--- src/rtl/rv32i_id_stage_v2.sv ---
// RV32I decode stage: operand forwarding, decode-time branch/jump resolution,
// and a hazard FSM for load-use stalls, post-redirect flushes and EBREAK/ECALL halt.
//
// state   | meaning
// S_RUN   | normal decode; hazards, halts and redirects are evaluated here
// S_STALL | load-use bubbles beyond the first; fetch held
// S_FLUSH | NOPs after a taken redirect; iw_in ignored
// S_HALT  | sticky halt after EBREAK/ECALL until reset
module rv32i_id_stage_v2 #(
  parameter int          XLEN      = 32,
  parameter int          NUM_FWD   = 3,
  parameter int          STALL_CYC = 1,
  parameter int          FLUSH_CYC = 1,
  parameter logic [31:0] NOP_IW    = 32'h13
) (
  input  logic                    clk,
  input  logic                    reset,
  input  logic [31:0]             iw_in,
  input  logic [XLEN-1:0]         pc_in,
  input  logic [XLEN-1:0]         rs1_data_in,
  input  logic [XLEN-1:0]         rs2_data_in,
  input  logic [NUM_FWD-1:0]      fwd_en,
  input  logic [5*NUM_FWD-1:0]    fwd_reg,
  input  logic [XLEN*NUM_FWD-1:0] fwd_data,
  input  logic                    ex_is_load,
  output logic [4:0]              rs1_reg,
  output logic [4:0]              rs2_reg,
  output logic [31:0]             iw_out,
  output logic [XLEN-1:0]         pc_out,
  output logic [XLEN-1:0]         rs1_data_out,
  output logic [XLEN-1:0]         rs2_data_out,
  output logic [4:0]              wb_reg,
  output logic                    wb_en_out,
  output logic                    mem_w_en_out,
  output logic                    stall_if,
  output logic                    jump_en_out,
  output logic [XLEN-1:0]         jump_addr,
  output logic                    halted
);

  localparam logic [6:0] OPC_OP     = 7'b0110011;
  localparam logic [6:0] OPC_OPIMM  = 7'b0010011;
  localparam logic [6:0] OPC_LOAD   = 7'b0000011;
  localparam logic [6:0] OPC_STORE  = 7'b0100011;
  localparam logic [6:0] OPC_BRANCH = 7'b1100011;
  localparam logic [6:0] OPC_LUI    = 7'b0110111;
  localparam logic [6:0] OPC_AUIPC  = 7'b0010111;
  localparam logic [6:0] OPC_JAL    = 7'b1101111;
  localparam logic [6:0] OPC_JALR   = 7'b1100111;
  localparam logic [6:0] OPC_SYSTEM = 7'b1110011;

  typedef enum logic [1:0] {S_RUN, S_STALL, S_FLUSH, S_HALT} state_t;

  state_t      state, state_nxt;
  logic [15:0] cnt, cnt_nxt;

  logic [6:0]      opcode;
  logic [2:0]      funct3;
  logic [XLEN-1:0] op1, op2, imm_i, imm_b, imm_j, jalr_sum, target;
  logic            use_rs1, use_rs2, load_use, taken, is_halt, wb_en_dec;
  logic            bubble, stall_c, jump_c;

  assign opcode  = iw_in[6:0];
  assign funct3  = iw_in[14:12];
  assign rs1_reg = iw_in[19:15];
  assign rs2_reg = iw_in[24:20];

  assign imm_i = {{(XLEN-12){iw_in[31]}}, iw_in[31:20]};
  assign imm_b = {{(XLEN-13){iw_in[31]}}, iw_in[31], iw_in[7], iw_in[30:25], iw_in[11:8], 1'b0};
  assign imm_j = {{(XLEN-21){iw_in[31]}}, iw_in[31], iw_in[19:12], iw_in[20], iw_in[30:21], 1'b0};

  // Lowest source index wins, so sweep from the highest index down.
  always_comb begin
    op1 = rs1_data_in;
    op2 = rs2_data_in;
    for (int i = NUM_FWD-1; i >= 0; i--) begin
      if (fwd_en[i] && fwd_reg[5*i +: 5] == rs1_reg) op1 = fwd_data[XLEN*i +: XLEN];
      if (fwd_en[i] && fwd_reg[5*i +: 5] == rs2_reg) op2 = fwd_data[XLEN*i +: XLEN];
    end
    if (rs1_reg == 5'd0) op1 = '0;
    if (rs2_reg == 5'd0) op2 = '0;
  end

  assign use_rs1 = !(opcode == OPC_LUI || opcode == OPC_AUIPC || opcode == OPC_JAL);
  assign use_rs2 = (opcode == OPC_OP) || (opcode == OPC_STORE) || (opcode == OPC_BRANCH);
  assign load_use = ex_is_load && fwd_en[0] && (fwd_reg[4:0] != 5'd0) &&
                    ((use_rs1 && fwd_reg[4:0] == rs1_reg) || (use_rs2 && fwd_reg[4:0] == rs2_reg));
  assign is_halt = (opcode == OPC_SYSTEM);
  assign wb_en_dec = (opcode == OPC_OP) || (opcode == OPC_OPIMM) || (opcode == OPC_LOAD) ||
                     (opcode == OPC_LUI) || (opcode == OPC_AUIPC) || (opcode == OPC_JAL) ||
                     (opcode == OPC_JALR);
  assign jalr_sum = op1 + imm_i;

  always_comb begin
    taken  = 1'b0;
    target = '0;
    if (opcode == OPC_JAL) begin
      taken  = 1'b1;
      target = pc_in + imm_j;
    end else if (opcode == OPC_JALR) begin
      taken  = 1'b1;
      target = {jalr_sum[XLEN-1:1], 1'b0};
    end else if (opcode == OPC_BRANCH) begin
      target = pc_in + imm_b;
      case (funct3)
        3'b000:  taken = (op1 == op2);
        3'b001:  taken = (op1 != op2);
        3'b100:  taken = ($signed(op1) <  $signed(op2));
        3'b101:  taken = ($signed(op1) >= $signed(op2));
        3'b110:  taken = (op1 <  op2);
        3'b111:  taken = (op1 >= op2);
        default: taken = 1'b0;
      endcase
    end
  end

  // The RUN cycle that detects a load-use hazard is the first bubble.
  always_comb begin
    state_nxt = state;
    cnt_nxt   = cnt;
    bubble    = 1'b1;
    stall_c   = 1'b0;
    jump_c    = 1'b0;
    case (state)
      S_RUN: begin
        if (is_halt) begin
          state_nxt = S_HALT;
        end else if (load_use) begin
          stall_c = 1'b1;
          if (STALL_CYC > 1) begin
            state_nxt = S_STALL;
            cnt_nxt   = 16'(STALL_CYC - 2);
          end
        end else if (taken) begin
          jump_c    = 1'b1;
          bubble    = 1'b0;
          state_nxt = S_FLUSH;
          cnt_nxt   = 16'(FLUSH_CYC - 1);
        end else begin
          bubble = 1'b0;
        end
      end
      S_STALL: begin
        stall_c = 1'b1;
        if (cnt == 16'd0) state_nxt = S_RUN;
        else              cnt_nxt   = cnt - 16'd1;
      end
      S_FLUSH: begin
        if (cnt == 16'd0) state_nxt = S_RUN;
        else              cnt_nxt   = cnt - 16'd1;
      end
      S_HALT: stall_c = 1'b1;
      default: state_nxt = S_RUN;
    endcase
  end

  assign stall_if    = stall_c && !reset;
  assign jump_en_out = jump_c && !reset;
  assign jump_addr   = jump_en_out ? target : '0;

  always_ff @(posedge clk) begin
    if (reset) begin
      state        <= S_RUN;
      cnt          <= '0;
      iw_out       <= NOP_IW;
      pc_out       <= '0;
      rs1_data_out <= '0;
      rs2_data_out <= '0;
      wb_reg       <= '0;
      wb_en_out    <= 1'b0;
      mem_w_en_out <= 1'b0;
      halted       <= 1'b0;
    end else begin
      state  <= state_nxt;
      cnt    <= cnt_nxt;
      halted <= (state_nxt == S_HALT);
      pc_out <= pc_in;
      if (bubble) begin
        iw_out       <= NOP_IW;
        rs1_data_out <= '0;
        rs2_data_out <= '0;
        wb_reg       <= '0;
        wb_en_out    <= 1'b0;
        mem_w_en_out <= 1'b0;
      end else begin
        iw_out       <= iw_in;
        rs1_data_out <= op1;
        rs2_data_out <= op2;
        wb_reg       <= iw_in[11:7];
        wb_en_out    <= wb_en_dec;
        mem_w_en_out <= (opcode == OPC_STORE);
      end
    end
  end

endmodule

--- config.mk ---
export PLATFORM = sky130hd
export DESIGN_NAME = rv32i_id_stage_v2
export DESIGN_NICKNAME = d
export VERILOG_FILES = /design/src/rtl/rv32i_id_stage_v2.sv
export SDC_FILE = /design/constraint.sdc
export NUM_CORES = 1
export LEC_CHECK = 0
export ABC_AREA = 1
export CAP_MARGIN = 25
export CELL_PAD_IN_SITES_DETAIL_PLACEMENT = 1
export CELL_PAD_IN_SITES_GLOBAL_PLACEMENT = 2
export CORE_MARGIN = 2
export CORE_UTILIZATION = 27
export CTS_CLUSTER_DIAMETER = 150
export CTS_CLUSTER_SIZE = 30
export DETAILED_ROUTE_END_ITERATION = 10
export PLACE_DENSITY_LB_ADDON = 0.1
export SKIP_CTS_REPAIR_TIMING = 1
export SLEW_MARGIN = 20
export SYNTH_ARGS = -nofsm -noshare
export SYNTH_HDL_FRONTEND = slang
export SYNTH_SLANG_ARGS = --single-unit
--- constraint.sdc ---
create_clock -name clk -period 14.88 [get_ports clk]
set_input_delay 4.464 -clock clk [delete_from_list [all_inputs] [get_ports clk]]
set_output_delay 4.464 -clock clk [all_outputs]
set_load 0.01 [all_outputs]
==> impl_metrics.csv, run 1 <==
group,metric,value,unit
hold_path,hold_depth,2,
synthesis,ys_seq_elements,149,
timing,min_period,14.51,ns
route,vias,16100,
grt,antenna_found_initial,3,
timing,timing.hold.ws,0.505,ns
timing,fin_setup_tns,0,ns
final_layout,multi_input_area,8920,µm²
synthesis,synth_area_per_cell,6.35,µm²
route,drt_iter0_drc,860,
place,dpl.hpwl,59800,µm
cts,clkTransAtPathRegs,0.07,ns
floorplan,core-area,49800,µm²
hold_path,hold_path.class,"flip-flop to flip-flop",
synthesis,synth_flop_cell,"dfxtp_1",
route,drt.antenna.violating_nets,0,
setup_path,end_kind,"primary output",
timing,relSlewSlack,34.3,%
synthesis,yosysWarnings,0,
power,power.leakage,8.56,nW
setup_path,worstSetupStartpointType,"input pin",
synthesis,yosysUniqueCellTypes,60,
timing,rsz0062_at_grt,"no",
cts,cts-htree-levels,4,
synthesis,syn_area,13500,µm²
synthesis,post-synth-top-area-cell,"dfxtp_1",
grt,grtUsageTotal,27.0,%
power,power.total,1.47,mW
route,drc,0,
final_layout,fillCellCount,6310,
timing,setup_viol,0,
synthesis,synth-xor-area-share,3.11,%
synthesis,synth_compound_area_share,25.1,%
power,ir_drop,0.0817,mV
floorplan,start_util,27.2,%
floorplan,die_w,228,µm
route,firstDrtPassIters,4,
setup_path,crit_fanout,32,
final_layout,seqCellArea,2980,µm²
timing,fmax,0.0689,GHz
floorplan,dieArea,51900,µm²
synthesis,synth_top_area_share,22.1,%
route,wl_per_cell,22.2,µm
cts,cts_sinks,149,
setup_path,arrival,10.05,ns
place,placed_area,18500,µm²
final_layout,postLayoutCellArea,19200,µm²
timing,slew_viol_final,0,
grt,grt_pass1_wl,105000,µm
setup_path,crit_required,10.42,ns
synthesis,synth_edf_count,0,
floorplan,fp-row-count,82,
synthesis,seq_area_frac_synth,22.1,%
floorplan,die_y,228,µm
route,viasPerCell,4.99,
synthesis,synth_top_family_by_area,"simple AND/OR/NAND/NOR gates",
synthesis,synth_area_leaders,"dfxtp_1 (22%), nand2_1 (10%), ha_1 (10%)",
cts,ctsLongestPathBuffers,2,
synthesis,synthMuxAreaShare,0.592,%
synthesis,synthAdderAreaFrac,10.4,%
place,io_buffers,424,
grt,grt_max_degree,81,
grt,grt_overflow,0,
timing,worstMarginPinSlew,0.985,ns
outcome,status,"complete, no violations",
power,p_per_area,76.8,nW/µm²
timing,hold_viol,0,
setup_path,worst-r2r-cell-count,9,
synthesis,synthCells,2131,
final_layout,post-route-util,38.5,%
cts,cts_tree,"done",
cts,clk_latency,0.50,ns
flow_run,max_cap_viol_count,0,
floorplan,io_pins,425,
final_layout,drive_gt1_share,7.70,%
setup_path,critPathKind,"input pin to primary output",
synthesis,synth_simple_gate_area_share,26.4,%
cts,cts_buffers,17,
timing,post-route-period-util,97.5,%
cts,root_buffer,"clkbuf_16",
timing,fin_worst_skew,0.0100,ns
synthesis,synth_common_cells,"nand2_1 (373), inv_1 (301), nor2_1 (257)",
synthesis,async_flop_share,0,%
synthesis,syn-num-nets,2487,
place,place_congestion,0.905,
route,totalWireLength,71300,µm
final_layout,area.growth.synth_to_final,41.6,%
synthesis,yosysMostFrequentCell,"nand2_1",
final_layout,nets,2887,
grt,first_global_vias,16500,
-- metal layers --
metal	vias to the layer above	global-route usage (%)	part of all wire, %
li1	7866	-	-
met1	7677	35.7	47
met2	435	43.8	45
met3	79	5.70	5.1
met4	4	8.33	3.0
met5	-	0	0.038
-- critical path, stage by stage --
cell             delay [ns]
clkdlybuf4s50_1        0.53
buf_4                  0.22
xor2_1                 0.17
nand3b_2               0.32
nor2_4                 0.13
inv_1                  0.05
buf_4                  0.22
o21ai_0                0.18
inv_1                  0.05
o21ai_1                0.22
inv_1                  0.12
ha_1                   0.35
a21oi_1                0.15
o21ai_0                0.15
a21oi_1                0.19
o221ai_1               0.17
a221oi_2               0.38
nand3_1                0.15
nand3_1                0.10
nand2_1                0.07
nand3_2                0.10
nand2_2                0.09
nand2_2                0.09
nand3_2                0.08
buf_4                  0.27
a221oi_2               0.35
clkdlybuf4s50_1        0.62
-- stage by stage --
step,std cells,setup slack (ns)
after floorplan,2131,2.35
after global placement,3182,-0.0696
after detailed placement,3182,-0.122
after global routing,3216,0.0129
after CTS,3214,-0.139
final,3217,0.366
-- sequential cells by signal, indices dropped and copies added, names as in the netlist --
name	count
mem_w_en_out	1
pc_out	32
halted	1
rs1_data_out	32
wb_en_out	1
state	2
iw_out	32
rs2_data_out	32
cnt	16
-- cell usage in the layout, fill, tap and decap left out, types with 6 or more instances in the layout --
cell type and instances:
a211oi_2 8, a21oi_1 172, a21oi_2 15, a31oi_1 26, buf_4 44, clkbuf_16 17, clkdlybuf4s50_1 421, dfxtp_1 149
ha_1 108, inv_1 301, inv_2 18, mux2i_1 8, nand2_1 373, nand2_2 20, nand3_1 62, nand3_2 6
nand4_1 27, nor2_1 254, nor2_2 9, nor3_1 35, nor4_1 15, o211ai_1 52, o21ai_0 201, o21ai_1 16
o21ai_2 8, o21bai_1 32, or2_2 12, xnor2_1 22, xor2_1 26
-- cell type report --
type | count | share of cell area (%)
diodes | 1 | 0.0131
repair buffers | 469 | 23.9
well taps | 672 | 4.39
flip-flops and latches | 149 | 15.6
clock inverters | 14 | 0.751
inverters | 326 | 6.45
multi-input cells | 1568 | 46.6
clock buffers | 18 | 2.29
-- worst paths after layout --
kind,slack [ns],startpoint,end
worst min-delay path,0.51,cnt[1],cnt[1]
worst min register to register,0.51,cnt[1],cnt[1]
worst max register to register,11.84,state[0],rs1_data_out[22]
worst max-delay path,0.37,iw_in[19],jump_addr[6]
-- logic make-up after synthesis --
| logic type | count (synthesis) |
|---|---|
| flops | 149 |
| xor+xnor | 48 |
| buf+inv | 415 |
| mux | 8 |
| simple gates | 830 |
| compound gates | 570 |
| fa+ha+maj | 111 |
-- where the power goes --
group	switching [mW]	total [mW]	internal (mW)
clock network	0.211	0.449	0.238
registers	0.0130	0.438	0.425
logic	0.347	0.583	0.237
Note: power is estimated with default switching activity, not from simulation.
==> run 2: changes to the inputs <==
--- a/config.mk
+++ b/config.mk
@@ -20,3 +20,4 @@
 export SYNTH_ARGS = -nofsm -noshare
 export SYNTH_HDL_FRONTEND = slang
 export SYNTH_SLANG_ARGS = --single-unit
+export TNS_END_PERCENT = 5
==> results of run 2 <==
The final DEF is identical to that of run 1; final timing and power are the same.
